==> config.mk <==
export PLATFORM = sky130hd
export DESIGN_NAME = tx_cmd_stream_gen
export DESIGN_NICKNAME = d
export VERILOG_FILES = /design/src/rtl/tx_gen_pkg.sv /design/src/rtl/tx_gen_pattern.sv /design/src/rtl/tx_cmd_stream_gen.sv
export SDC_FILE = /design/constraint.sdc
export NUM_CORES = 1
export LEC_CHECK = 0
export BUFFER_PORTS_ARGS = -buffer_cell sky130_fd_sc_hd__buf_2
export CAP_MARGIN = 30
export CORE_MARGIN = 2
export CORE_UTILIZATION = 61
export CTS_CLUSTER_DIAMETER = 30
export CTS_CLUSTER_SIZE = 30
export DETAILED_ROUTE_END_ITERATION = 7
export PLACE_DENSITY = 0.87
export SYNTH_ARGS = -nofsm -noshare
export SYNTH_HDL_FRONTEND = slang
export SYNTH_SLANG_ARGS = --single-unit
==> constraint.sdc <==
create_clock -name clk -period 5.21 [get_ports clk]
set_input_delay 0.2605 -clock clk [delete_from_list [all_inputs] [get_ports clk]]
set_output_delay 0.2605 -clock clk [all_outputs]
set_load 0.005 [all_outputs]
==> src/rtl/tx_gen_pkg.sv <==
// Shared types and constants for the command-driven TX stream generator:
// payload modes, FSM states, command/abort/terminator bytes and the LFSR step.
package tx_gen_pkg;

  typedef enum logic [1:0] {
    MODE_INCR  = 2'd0,
    MODE_CONST = 2'd1,
    MODE_LFSR  = 2'd2
  } mode_e;

  typedef enum logic {
    ST_CMD  = 1'b0,
    ST_SEND = 1'b1
  } state_e;

  localparam int         CMD_BYTES  = 6;
  localparam logic [7:0] ABORT_BYTE = 8'hFF;
  localparam logic [7:0] TERM_BYTE  = 8'hEE;

  function automatic logic [7:0] lfsr_step(input logic [7:0] b);
    return {b[6:0], b[7] ^ b[5] ^ b[4] ^ b[3]};
  endfunction

endpackage

==> src/rtl/tx_gen_pattern.sv <==
// Combinational payload generator: one beat of 2^TX_EW bytes from the current
// seed/LFSR state, plus the state to use for the following beat.
module tx_gen_pattern
  import tx_gen_pkg::*;
#(
  parameter int TX_EW = 2
) (
  input  mode_e                     mode_i,
  input  logic [7:0]                seed_i,
  output logic [8*(2**TX_EW)-1:0]   data_o,
  output logic [7:0]                seed_next_o
);

  localparam int NB = 2 ** TX_EW;

  logic [7:0] lfsr_s;

  // LFSR is unrolled NB steps so a full beat is produced every cycle
  always_comb begin
    data_o      = '0;
    seed_next_o = seed_i;
    lfsr_s      = seed_i;
    for (int j = 0; j < NB; j++) begin
      case (mode_i)
        MODE_INCR:  data_o[8*j +: 8] = seed_i + 8'(j);
        MODE_CONST: data_o[8*j +: 8] = seed_i;
        MODE_LFSR: begin
          data_o[8*j +: 8] = lfsr_s;
          lfsr_s           = lfsr_step(lfsr_s);
        end
        default:    data_o[8*j +: 8] = 8'h00;
      endcase
    end
    case (mode_i)
      MODE_INCR: seed_next_o = seed_i + 8'(NB);
      MODE_LFSR: seed_next_o = lfsr_s;
      default:   seed_next_o = seed_i;
    endcase
  end

endmodule

==> src/rtl/tx_cmd_stream_gen.sv <==
// Collects a 6-byte command from the RX stream and emits LEN payload bytes on TX.
// Define TX_GEN_ABORT_EN to accept an 0xFF abort byte during SEND (terminator beat).
module tx_cmd_stream_gen
  import tx_gen_pkg::*;
#(
  parameter int TX_EW  = 2,
  parameter int PKT_EA = 9
) (
  input  logic                      clk,
  input  logic                      rst,
  output logic                      i_tready,
  input  logic                      i_tvalid,
  input  logic [7:0]                i_tdata,
  input  logic                      o_tready,
  output logic                      o_tvalid,
  output logic [8*(2**TX_EW)-1:0]   o_tdata,
  output logic [(2**TX_EW)-1:0]     o_tkeep,
  output logic                      o_tlast
);

  localparam int          NB       = 2 ** TX_EW;
  localparam int          DW       = 8 * NB;
  localparam logic [31:0] NB32     = 32'(NB);
  localparam logic [31:0] PKT_MASK = 32'((64'd1 << PKT_EA) - 64'd1);
`ifdef TX_GEN_ABORT_EN
  localparam logic ABORT_EN = 1'b1;
`else
  localparam logic ABORT_EN = 1'b0;
`endif

  state_e         state_q;
  logic [2:0]     cnt_q;
  logic [7:0]     mode_q, seed_q, pat_q;
  logic [23:0]    len_q;
  logic [31:0]    rem_q, idx_q;
  logic           fin_q, abort_q;
  logic           i_tready_q, o_tvalid_q, o_tlast_q;
  logic [DW-1:0]  o_tdata_q;
  logic [NB-1:0]  o_tkeep_q;

  logic           in_hs_s, out_hs_s, abort_now_s, mode_ok_s;
  logic [31:0]    rem_in_s, idx_in_s, nb_s, rem_d;
  logic [7:0]     pat_seed_s, pat_next_s;
  logic [DW-1:0]  pat_data_s, data_d;
  logic [NB-1:0]  keep_d;
  logic           last_d, fin_d;

  assign i_tready = i_tready_q;
  assign o_tvalid = o_tvalid_q;
  assign o_tdata  = o_tdata_q;
  assign o_tkeep  = o_tkeep_q;
  assign o_tlast  = o_tlast_q;

  assign in_hs_s     = i_tvalid & i_tready_q;
  assign out_hs_s    = o_tvalid_q & o_tready;
  assign mode_ok_s   = (mode_q <= 8'd2);
  assign abort_now_s = ABORT_EN & (abort_q |
                       (in_hs_s & (state_q == ST_SEND) & (i_tdata == ABORT_BYTE)));

  tx_gen_pattern #(.TX_EW(TX_EW)) u_pattern (
    .mode_i      (mode_e'(mode_q[1:0])),
    .seed_i      (pat_seed_s),
    .data_o      (pat_data_s),
    .seed_next_o (pat_next_s)
  );

  // Next-beat precompute; in CMD it prepares the first beat from the arriving LEN byte
  always_comb begin
    rem_in_s   = rem_q;
    idx_in_s   = idx_q;
    pat_seed_s = pat_q;
    if (state_q == ST_CMD) begin
      rem_in_s   = {i_tdata, len_q};
      idx_in_s   = 32'd0;
      pat_seed_s = ((mode_q[1:0] == MODE_LFSR) && (seed_q == 8'h00)) ? 8'h01 : seed_q;
    end else begin
      rem_in_s   = rem_q;
      idx_in_s   = idx_q;
      pat_seed_s = pat_q;
    end
    fin_d  = (rem_in_s <= NB32);
    nb_s   = fin_d ? rem_in_s : NB32;
    rem_d  = rem_in_s - nb_s;
    last_d = fin_d | ((idx_in_s & PKT_MASK) == PKT_MASK);
    keep_d = '0;
    data_d = '0;
    for (int j = 0; j < NB; j++) begin
      keep_d[j]        = (32'(j) < nb_s);
      data_d[8*j +: 8] = keep_d[j] ? pat_data_s[8*j +: 8] : 8'h00;
    end
  end

  // Control FSM with registered handshake and beat outputs
  always_ff @(posedge clk) begin
    if (rst) begin
      state_q    <= ST_CMD;
      cnt_q      <= 3'd0;
      mode_q     <= 8'h00;
      seed_q     <= 8'h00;
      len_q      <= 24'd0;
      rem_q      <= 32'd0;
      idx_q      <= 32'd0;
      pat_q      <= 8'h00;
      fin_q      <= 1'b0;
      abort_q    <= 1'b0;
      i_tready_q <= 1'b0;
      o_tvalid_q <= 1'b0;
      o_tdata_q  <= '0;
      o_tkeep_q  <= '0;
      o_tlast_q  <= 1'b0;
    end else begin
      case (state_q)
        ST_CMD: begin
          i_tready_q <= 1'b1;
          abort_q    <= 1'b0;
          if (in_hs_s) begin
            case (cnt_q)
              3'd0:    mode_q         <= i_tdata;
              3'd1:    seed_q         <= i_tdata;
              3'd2:    len_q[7:0]     <= i_tdata;
              3'd3:    len_q[15:8]    <= i_tdata;
              3'd4:    len_q[23:16]   <= i_tdata;
              default: len_q          <= len_q;
            endcase
            if (cnt_q == 3'(CMD_BYTES - 1)) begin
              cnt_q <= 3'd0;
              // Reserved modes and zero-length commands are silently dropped
              if (mode_ok_s && (rem_in_s != 32'd0)) begin
                state_q    <= ST_SEND;
                i_tready_q <= ABORT_EN;
                o_tvalid_q <= 1'b1;
                o_tdata_q  <= data_d;
                o_tkeep_q  <= keep_d;
                o_tlast_q  <= last_d;
                fin_q      <= fin_d;
                rem_q      <= rem_d;
                idx_q      <= idx_in_s + 32'd1;
                pat_q      <= pat_next_s;
              end
            end else begin
              cnt_q <= cnt_q + 3'd1;
            end
          end
        end
        ST_SEND: begin
          if (abort_now_s) begin
            abort_q <= 1'b1;
          end
          if (out_hs_s) begin
            if (fin_q) begin
              state_q    <= ST_CMD;
              i_tready_q <= 1'b1;
              abort_q    <= 1'b0;
              o_tvalid_q <= 1'b0;
              o_tdata_q  <= '0;
              o_tkeep_q  <= '0;
              o_tlast_q  <= 1'b0;
            end else if (abort_now_s) begin
              abort_q    <= 1'b0;
              fin_q      <= 1'b1;
              o_tdata_q  <= DW'(TERM_BYTE);
              o_tkeep_q  <= NB'(1'b1);
              o_tlast_q  <= 1'b1;
            end else begin
              o_tdata_q  <= data_d;
              o_tkeep_q  <= keep_d;
              o_tlast_q  <= last_d;
              fin_q      <= fin_d;
              rem_q      <= rem_d;
              idx_q      <= idx_in_s + 32'd1;
              pat_q      <= pat_next_s;
            end
          end
        end
        default: state_q <= ST_CMD;
      endcase
    end
  end

endmodule
Yosys cells after proc, flatten, opt, wreduce, memory -nomap -nowiden

Index checks and enable logic that the tools add are counted.

Bits in registers: 156
Bits of input ports: 12
Logic and storage cells: 154

$add $sub $neg: 7
Magnitude comparators: 6
Equal/unequal tests: 14
Muxes and demuxes: 78
Bitwise gates (word level): 16
Reductions and logical operators: 17

Operator list:

| cell                                                            | number |
|---|---|
| two-way mux 32 bit                                              | 18 |
| one-hot mux 32 bit (2 select lines)                             | 3 |
| two-way mux 8 bit                                               | 15 |
| one-hot mux 8 bit (3 select lines)                              | 3 |
| < comparator 1 x 32 -> 1 bit, first input constant              | 2 |
| < comparator 2 x 32 -> 1 bit, first input constant              | 2 |
| adder 32 x 1 -> 32 bit, second input constant                   | 1 |
| less-or-equal comparator 32 x 3 -> 1 bit, second input constant | 1 |
| one-hot mux 8 bit (2 select lines)                              | 2 |
| nonzero test 32 bit                                             | 1 |
| subtractor 32 bit                                               | 1 |
| two-way mux 1 bit                                               | 25 |
| two-way mux 4 bit                                               | 5 |
| adder 8 x 2 -> 8 bit, second input constant                     | 2 |
| AND reduction 3 bit                                             | 5 |
| XOR 1 bit                                                       | 12 |
| one-hot mux 1 bit (2 select lines)                              | 5 |
| AND reduction 5 bit                                             | 2 |
| equality test 9 bit, second input constant                      | 1 |
| adder 8 x 1 -> 8 bit, second input constant                     | 1 |
| adder 8 x 3 -> 8 bit, second input constant                     | 1 |
| less-or-equal comparator 8 x 2 -> 1 bit, second input constant  | 1 |
| logical NOT 8 bit                                               | 1 |
| inequality test 2 x 1 -> 1 bit, second input constant           | 4 |
| 18 further kinds                                                | 24 |

Logic depth before layout (Yosys ltp)

Gate-level depths: netlist (run 1).

Word-level depth: 24
Mapped depth: 18

By module

Synthesis (run 1) repeated with hierarchy kept, for this count alone.

Cells, all modules: 1039
Area total of the unflattened synthesis: 8065.2 um^2

Modules (own cells, without submodules):

| module            | times used | cells an instance | area an instance (um^2) | seq. area each (um^2) |
|---|---|---|---|---|
| tx_cmd_stream_gen | 1          | 863               | 6999.2                  | 2662.6 |
| tx_gen_pattern    | 1          | 176               | 1066.0                  | 0.0 |

Least setup slack after synthesis (run 1)

Ideal clock, no wire load.

Path kind: reg-to-reg
From: register state_q
To: register idx_q[8]
Data arrival time: 3551 ps
Required time: 5078 ps
Path slack: 1527 ps
Stages on the path, launching flop included: 17
Buffers on the path: 8
Clock period less this slack: 3683 ps
Cell sequence: dfxtp_1 > buf_4 > buf_2 > buf_2 > buf_2 > buf_1 > clkbuf_1 > buf_1 > clkbuf_1 > and2_1 > ha_1 > and3_1 > nand4_1 > nor2_1 > ha_1 > nand2_1 > a21oi_1

Longest elaborated chain between the ends: 6
Elaborated cells on any way between the ends: 18
Those cells by class: 1 x add/sub; 5 x eq/ne; 8 x mux; 1 x bitwise; 3 x reduce/logical

Ends and longest elaborated chain:

| what                                | line                                               | source |
|---|---|---|
| start: declaration                  | tx_cmd_stream_gen.sv:31                            | `state_e state_q;` |
| start signal: assignment            | tx_cmd_stream_gen.sv:96                            | `state_q <= ST_CMD;` |
| start signal: assignment            | tx_cmd_stream_gen.sv:129                           | `state_q <= ST_SEND;` |
| start signal: assignment            | tx_cmd_stream_gen.sv:151                           | `state_q <= ST_CMD;` |
| two-way mux 32 bit                  | tx_cmd_stream_gen.sv:72                            | `if (state_q == ST_CMD) begin` |
| adder 32 x 1 -> 32 bit              | tx_cmd_stream_gen.sv:137, tx_cmd_stream_gen.sv:170 |  |
| two-way mux 32 bit                  | tx_cmd_stream_gen.sv:128                           | `if (mode_ok_s && (rem_in_s != 32'd0)) begin` |
| two-way mux 32 bit                  | tx_cmd_stream_gen.sv:125                           | `if (cnt_q == 3'(CMD_BYTES - 1)) begin` |
| two-way mux 32 bit                  | tx_cmd_stream_gen.sv:116                           | `if (in_hs_s) begin` |
| one-hot mux 32 bit (2 select lines) | tx_cmd_stream_gen.sv:112                           | `case (state_q)` |
| end signal: assignment              | tx_cmd_stream_gen.sv:137                           | `idx_q <= idx_in_s + 32'd1;` |
| end signal: assignment              | tx_cmd_stream_gen.sv:170                           | `idx_q <= idx_in_s + 32'd1;` |
| end: declaration                    | tx_cmd_stream_gen.sv:35                            | `logic [31:0] rem_q, idx_q;` |

Several ways; a longest one is shown, not always the timed one. The select of a mux whose other input is x is not followed.
A chain may end at the register's enable or synchronous reset.

Worst setup path in the final report (run 1)

From: register state_q
To: register o_tdata_q[8] (netlist: o_tdata[8])

Longest elaborated chain between the ends: 11
Elaborated cells on any way between the ends: 26
Those cells by class: 1 x add/sub; 2 x order compare; 4 x eq/ne; 12 x mux; 4 x bitwise; 3 x reduce/logical

Ends and longest elaborated chain:

| what                                                                                              | line                     | source |
|---|---|---|
| parallel branches: the longest is 11 deep, another holds less-or-equal comparator 32 x 3 -> 1 bit | -                        |  |
| end signal: assignment                                                                            | tx_cmd_stream_gen.sv:132 | `o_tdata_q <= data_d;` |
| end signal: assignment                                                                            | tx_cmd_stream_gen.sv:161 | `o_tdata_q <= DW'(TERM_BYTE);` |
| end signal: assignment                                                                            | tx_cmd_stream_gen.sv:165 | `o_tdata_q <= data_d;` |
| end: declaration                                                                                  | tx_cmd_stream_gen.sv:38  | `logic [DW-1:0] o_tdata_q;` |

Several ways; the timed one is not identified. The select of a mux whose other input is x is not followed.

==> impl_metrics.ini, run 1 <==
[timing]
fin_skew_ns = 0.0106
hold_viol_final = 0
worstMarginPinSlew_ns = 0.918
layout_min_cycle_time_ns = 4.28
finalSetupTns_ns = 0
timing.fmax_mhz = 234
timing.final.max_slew_violations = 0
fin_worst_hold_slack_ns = 0.169
timing.final.crit_share_pct = 82.2
setup_viol = 0
rsz0062_at_grt = no
slew_headroom_pct = 37.0

[cells_and_area]
nets = 1075
layout-drive-gt1-share_pct = 12.1
n_antenna_cell = 0
area_added_between_synthesis_and_finish_pct = 13.4
design_area_um2 = 8770

[global_routing]
grt_pass1_wl_um = 36900
grt_remaining_overflow = 0
maximum_number_of_pins_on_one_net_before_global_route_repair = 84
antenna_violations_before_repair = 0
grt_total_usage_pct = 34.4
via_count_of_the_first_global_routing_pass = 7476

[floorplanning]
floorplan.rows = 41
floorplan.initialDensity_pct = 61.8
die_area_um2 = 13600
die_height_um = 117
die-width_um = 117
coreArea_um2 = 12500
io_pins = 51

[critical_path]
path_common_cell = sky130_fd_sc_hd__a21oi_1
critical_path.max_stage_delay_ns = 0.73
critPathBufInv = 1
timing.critical_path.slowest_stage_cell = sky130_fd_sc_hd__a31oi_2
cp-end-kind = register
path_class = reg2reg
cp_data_arrival_time_ns = 4.64
worstPathMaxFanout = 56
regToRegStartpoint = state_q$_SDFF_PP0_
critical_path.cell_chain = buf_4 > mux2i_1 > and2_1 > and3_1 > a31oi_2 > o21ai_1 > a21oi_1 > o21ai_0 > a21oi_1
critical_path.startpoint = state_q$_SDFF_PP0_
path_delay_family = compound AO/OA/AOI/OAI gates
critical_path_rt_ns = 5.56
startpoint_type = register

[clocking]
cts.root.buffer_cell = sky130_fd_sc_hd__clkbuf_16
clk_transition_reported_paths_ns = 0.06
cts_setup_buffers = 0
ctsHoldBuffers = 0
cts.repair.resized = 0
cts-root-to-sink-buffers = 2
cts_htree_levels = 4
tritoncts_num_sinks = 133
tritoncts = done
cts_made_buffers = 17
worst_skew_pair.late_latency_ns = 0.43

[power_and_ir_drop]
combinational_cell_fraction_of_total_power_pct = 6.0
pwr-share-seq_pct = 41.7
vdd_ir_drop_max_mv = 0.246
p_total_uw = 2490
powerDensity_nw_per_um2 = 284
leakagePower_uw = 0.00333
netSwitchingPower_uw = 573
clkPwrFrac_pct = 52.3
switching_fraction_pct = 23.0
power_report.internal_total_uw = 1910

[drt]
drtPass1Iterations = 6
drt-initial-drc-count = 1102
remaining_drc_errors = 0
via_count = 8140
wirelength_um = 22900
routed_via_density = 6.57
wl_per_cell_um = 18.4
count_of_antenna_violating_nets_left_after_detailed_routing = 0

[yosys]
yosys-top-cells-count = 144 x sky130_fd_sc_hd__nor2_1, 133 x sky130_fd_sc_hd__dfxtp_1, 118 x sky130_fd_sc_hd__a21oi_1, 111 x sky130_fd_sc_hd__nand2_1, 56 x sky130_fd_sc_hd__o21ai_0
main_area_contributors_after_synthesis = sky130_fd_sc_hd__dfxtp_1 34%, sky130_fd_sc_hd__a21oi_1 7.6%, sky130_fd_sc_hd__nor2_1 7.0%
synthMostInstantiatedCell = sky130_fd_sc_hd__nor2_1
mappedNetlistArea_um2 = 7730
synth-edff-count = 0
ys.flop_type = sky130_fd_sc_hd__dfxtp_1
synth.distinct_cells = 77
postSynthNetCount = 1055
postSynth.asyncResetShare_pct = 0
ys.warnings.count = 0
synth_top_cell_area_share_pct = 34.4
yosysTopAreaCell = sky130_fd_sc_hd__dfxtp_1
number_of_flip_flops_and_latches_in_the_synthesized_netlist = 133
instance_count_of_the_mapped_netlist = 1034
synth.avg_cell_area_um2 = 7.48
seq_area_frac_synth_pct = 34.4

[place]
port_buffers = 50
gpl.final_weighted_congestion = 1.01
placement_stage_cell_area_um2 = 8130
detailed_place_hpwl_um = 15200

[run_status]
outcome = finished, final reports clean

[flow_run]
timing.max_cap.violations = 0

[worst_hold_path]
holdCritStartpoint = i_tdata[1]
path_category_of_the_worst_min_delay_check = in2reg
## worst paths after layout
kind,cells past startpoint,slack [ns],end
hold / removal,3,0.17,len_q[9]$_SDFFE_PP0P_
hold reg to reg,2,0.45,o_tdata[11]$_SDFFE_PP0P_
setup / recovery,9,0.93,o_tdata[8]$_SDFFE_PP0P_
setup reg to reg,9,0.93,o_tdata[8]$_SDFFE_PP0P_
## layout by cell type (no fill, tap or decap), types with 5 or more instances in the layout
| master | count |
|---|---|
| sky130_fd_sc_hd__or4_1 | 5 |
| sky130_fd_sc_hd__o31ai_1 | 6 |
| sky130_fd_sc_hd__a211oi_1 | 9 |
| sky130_fd_sc_hd__buf_2 | 49 |
| sky130_fd_sc_hd__nand4_1 | 5 |
| sky130_fd_sc_hd__and3_1 | 10 |
| sky130_fd_sc_hd__a31oi_1 | 11 |
| sky130_fd_sc_hd__xnor2_1 | 16 |
| sky130_fd_sc_hd__inv_1 | 19 |
| sky130_fd_sc_hd__or3_1 | 14 |
| sky130_fd_sc_hd__a32oi_1 | 5 |
| sky130_fd_sc_hd__mux2i_1 | 44 |
| sky130_fd_sc_hd__o211ai_1 | 12 |
| sky130_fd_sc_hd__a21oi_1 | 118 |
| sky130_fd_sc_hd__nor3_1 | 40 |
| sky130_fd_sc_hd__o22ai_1 | 5 |
| sky130_fd_sc_hd__mux2_2 | 8 |
| sky130_fd_sc_hd__nor4_1 | 8 |
| sky130_fd_sc_hd__a22oi_1 | 22 |
| sky130_fd_sc_hd__o21ai_0 | 56 |
| sky130_fd_sc_hd__nor2b_1 | 7 |
| sky130_fd_sc_hd__nand3_1 | 37 |
| sky130_fd_sc_hd__dfxtp_1 | 132 |
| sky130_fd_sc_hd__nand2_1 | 111 |
| sky130_fd_sc_hd__nor2_1 | 143 |
| sky130_fd_sc_hd__ha_1 | 9 |
| sky130_fd_sc_hd__nor3b_1 | 6 |
| sky130_fd_sc_hd__a21boi_0 | 5 |
| sky130_fd_sc_hd__o2111ai_1 | 5 |
| sky130_fd_sc_hd__and2_1 | 11 |
| sky130_fd_sc_hd__buf_4 | 23 |
| sky130_fd_sc_hd__clkbuf_16 | 17 |
## power groups by stage
stage | Combinational [µW] | Clock (µW) | Sequential [µW]
after floorplan | 107 | 0 | 1060
after global placement | 142 | 0 | 1060
after detailed placement | 144 | 0 | 1060
after CTS | 146 | 1310 | 1040
after global routing | 162 | 1360 | 1040
final | 150 | 1300 | 1040
## logic make-up (layout without fill, tap and decap cells)
logic type      after synthesis  count (layout)  synth area share (%)
fa+ha+maj                     9               9                  1.46
mux                          52              52                  6.86
xor+xnor                     18              18                  2.04
buf+inv                      94             127                  4.85
other cells                   1               1                0.0485
flops                       133             133                  34.4
compound gates              308             308                  25.0
simple gates                419             419                  25.3
## flip-flops by register name (all words and copies together) (netlist names), 3 cells and up
name,count
idx_q,9
pat_q,8
len_q,24
seed_q,8
mode_q,8
o_tdata,32
rem_q,32
cnt_q,3
o_tkeep,4
## per-layer routing
layer	routed length, µm	track usage [%]
met5	0	0
met4	595	15.0
met3	2590	9.81
met2	10300	52.8
met1	9330	45.4
## layout make-up
type	count	area, µm²
Clock buffer	21	470
Clock inverter	11	171
Fill cell	1051	3750
Inverter	22	82.6
Multi-Input combinational cell	807	4720
Sequential cell	133	2670
Tap cell	172	215
Timing Repair Buffer	73	438
## per-stage QoR
stage,instances,utilization (%),setup WS (ns)
after detailed placement,1207,64.9,1.12
after global routing,1239,70.1,0.614
after floorplan,1034,-,1.53
final,1239,70.1,0.927
after CTS,1239,70.1,1.11
after global placement,1207,64.9,1.20
## worst register-to-register path: cells and delay by family (launching register included)
kind | cells | cell delay [ns]
multiplexers | 1 | 0.31
buffers and inverters | 1 | 0.52
AND/OR/NAND/NOR | 2 | 0.54
AO/OA/AOI/OAI | 5 | 2.14
flip-flops | 1 | 0.70
No activity file was read; power rests on OpenSTA's default activity.
==> run 2, diff against run 1 <==
- CORE_UTILIZATION: 61 -> 55
- PLACE_DENSITY: 0.87 -> 0.83
- clock period: 5.21 -> 3.55 ns (I/O delays scaled with it)
==> run 2 against run 1 <==
Net effect:
- wire length is 8.1% higher
- first-iteration DRC count is 9.8% higher
- combinational power grew 59%
- register-to-register slack got worse by 0.82 ns
- cell count increased by 4.4%
- final area up 5.6%
- worst setup slack worse by 0.82 ns
- sequential share of layout area decreased by 1.6 points
- fmax is 25% higher
- critical endpoint is now rem_q[10]$_SDFFE_PP0P_
==> impl_metrics.ini, run 2 (synthesis results as in run 1) <==
[run_status]
outcome = finished, final reports clean

[floorplanning]
coreArea_um2 = 13800
floorplan.initialDensity_pct = 55.9
floorplan.rows = 43
die-width_um = 123
die_area_um2 = 15000
io_pins = 51
die_height_um = 123

[power_and_ir_drop]
p_total_uw = 3700
switching_fraction_pct = 23.3
vdd_ir_drop_max_mv = 0.457
leakagePower_uw = 0.00362
clkPwrFrac_pct = 52.5
powerDensity_nw_per_um2 = 400
combinational_cell_fraction_of_total_power_pct = 6.4
pwr-share-seq_pct = 41.1
netSwitchingPower_uw = 865
power_report.internal_total_uw = 2840

[cells_and_area]
mostFrequentLayoutCell = sky130_fd_sc_hd__nor2_1
finish.cell_count_without_fillers = 1293
area_added_between_synthesis_and_finish_pct = 19.7
n_antenna_cell = 0
most_frequent_cells_in_the_layout = 143 x sky130_fd_sc_hd__nor2_1, 132 x sky130_fd_sc_hd__dfxtp_1, 118 x sky130_fd_sc_hd__a21oi_1, 111 x sky130_fd_sc_hd__nand2_1, 64 x sky130_fd_sc_hd__buf_4
nets = 1122
design_area_um2 = 9260
nFillCells = 1123
layout-drive-gt1-share_pct = 16.8

[critical_path]
rr_endpoint = rem_q[10]$_SDFFE_PP0P_
critical_path.startpoint = state_q$_SDFF_PP0_
critical_path_rt_ns = 3.86
regToRegStartpoint = state_q$_SDFF_PP0_
startpoint_type = register
worstPathMaxFanout = 8
cp-end-kind = register
critical_path.cell_chain = buf_6 > buf_8 > or3_1 > a222oi_1 > and2_1 > a31oi_2 > inv_1 > ha_4 > inv_2 > and2_4 > o21a_4 > o31a_1 > nand2b_1 > nor4_1 > a311o_1
timing.critical_path.slowest_stage_cell = sky130_fd_sc_hd__a222oi_1
cp_data_arrival_time_ns = 3.75
path_class = reg2reg
critical_path.max_stage_delay_ns = 0.39
r2r_slack_ns = 0.11
rr_worst_depth = 15

[place]
detailed_place_hpwl_um = 16400
placedCellCount = 1250
gpl.final_weighted_congestion = 0.949
port_buffers = 50
placement_stage_cell_area_um2 = 8440

[timing]
timing.final.crit_share_pct = 96.8
layout_min_cycle_time_ns = 3.44
timing.final.max_slew_violations = 0
hold_viol_final = 0
worstMarginPinSlew_ns = 0.869
finalSetupTns_ns = 0
timing.fmax_mhz = 291
fin_skew_ns = 0.00794
slew_headroom_pct = 42.1
setup_viol = 0

[clocking]
clk_transition_reported_paths_ns = 0.06
cts-root-to-sink-buffers = 2
tritoncts = done
worst_skew_pair.late_latency_ns = 0.43
cts_made_buffers = 17
tritoncts_num_sinks = 133
cts.root.buffer_cell = sky130_fd_sc_hd__clkbuf_16
cts_htree_levels = 4

[drt]
wl_per_cell_um = 19.1
drt-initial-drc-count = 1210
remaining_drc_errors = 0
wirelength_um = 24700
via_count = 8382
routed_via_density = 6.48
drtPass1Iterations = 7
count_of_antenna_violating_nets_left_after_detailed_routing = 0

[global_routing]
grt-busiest-layer = met2
via_count_of_the_first_global_routing_pass = 7368
maximum_number_of_pins_on_one_net_before_global_route_repair = 82
globalRouteMet1Util_pct = 43.6
grt_remaining_overflow = 0
grt_pass1_wl_um = 38100
grt_use_met2_pct = 50.2
antenna_violations_before_repair = 0
grt_total_usage_pct = 32.4
grt_use_met3_pct = 8.41

[worst_hold_path]
hold_end = len_q[21]$_SDFFE_PP0P_
hold_path_depth = 3
holdCritStartpoint = i_tdata[5]
path_category_of_the_worst_min_delay_check = in2reg

[flow_run]
timing.max_cap.violations = 0
-- run 2: cell types whose count changed in the layout (fill, tap and decap cells not counted), sizes merged --
cell / previous run / this run
clkbuf: 21 / 20
clkinvlp: 2 / 3
clkinv: 5 / 4
buf: 73 / 120
-- run 2: metal layers --
| layer | routed length [µm] | up-vias |
|---|---|---|
| met5 | 0 | - |
| met4 | 792 | 0 |
| met2 | 11100 | 492 |
| met3 | 2520 | 91 |
| met1 | 10300 | 3919 |
| li1 | - | 3880 |
-- run 2: timing repair --
action	CTS	global route
hold buffers	0	0
endpoints found under the setup margin	0	12
resized for setup	0	18
buffers inserted	0	12
-- run 2: power by group through the flow --
stage          sequential (µW)  clock [µW]  combinational (µW)
2_1_floorplan             1550           0                 157
3_3_place_gp              1550           0                 220
3_5_place_dp              1550           0                 222
4_1_cts                   1520        1950                 226
5_1_grt                   1520        2010                 257
6_report                  1520        1950                 238
-- run 2: critical path: cells and delay by family (launching register included) --
| kind | cells | cell delay, ns |
|---|---|---|
| buffers and inverters | 4 | 0.42 |
| AO/OA/AOI/OAI | 5 | 1.45 |
| adder cells (fa/ha/maj) | 1 | 0.14 |
| flip-flops | 1 | 0.35 |
| AND/OR/NAND/NOR | 5 | 0.96 |
-- run 2: per-stage QoR --
step	setup slack, ns	utilization, %	hold WS (ns)
after floorplan	0.109	-	0.313
after global placement	0.172	61.0	0.438
after detailed placement	0.0939	61.0	0.443
after CTS	0.0828	65.7	0.0509
after global routing	-0.0417	66.9	0.0822
final	0.112	66.9	0.0663
-- run 2: worst max path at each step --
stage | end | slack (ns) | cells after the start
2_1_floorplan | idx_q[8]$_SDFFE_PP0P_ | 0.11 | 16
6_report | rem_q[10]$_SDFFE_PP0P_ | 0.11 | 15
5_1_grt | rem_q[10]$_SDFFE_PP0P_ | -0.04 | 15
3_3_place_gp | rem_q[10]$_SDFFE_PP0P_ | 0.17 | 13
3_5_place_dp | rem_q[28]$_SDFFE_PP0P_ | 0.09 | 14
4_1_cts | rem_q[28]$_SDFFE_PP0P_ | 0.08 | 14
-- run 2: final cells by class --
type	count	area [µm²]	share of cell area, %
clock inverter	11	170	1.84
timing repair buffer	120	852	9.21
clock buffer	20	478	5.16
tap	180	225	2.43
inverter	22	82.6	0.892
sequential	133	2670	28.8
multi-input combinational	807	4780	51.7
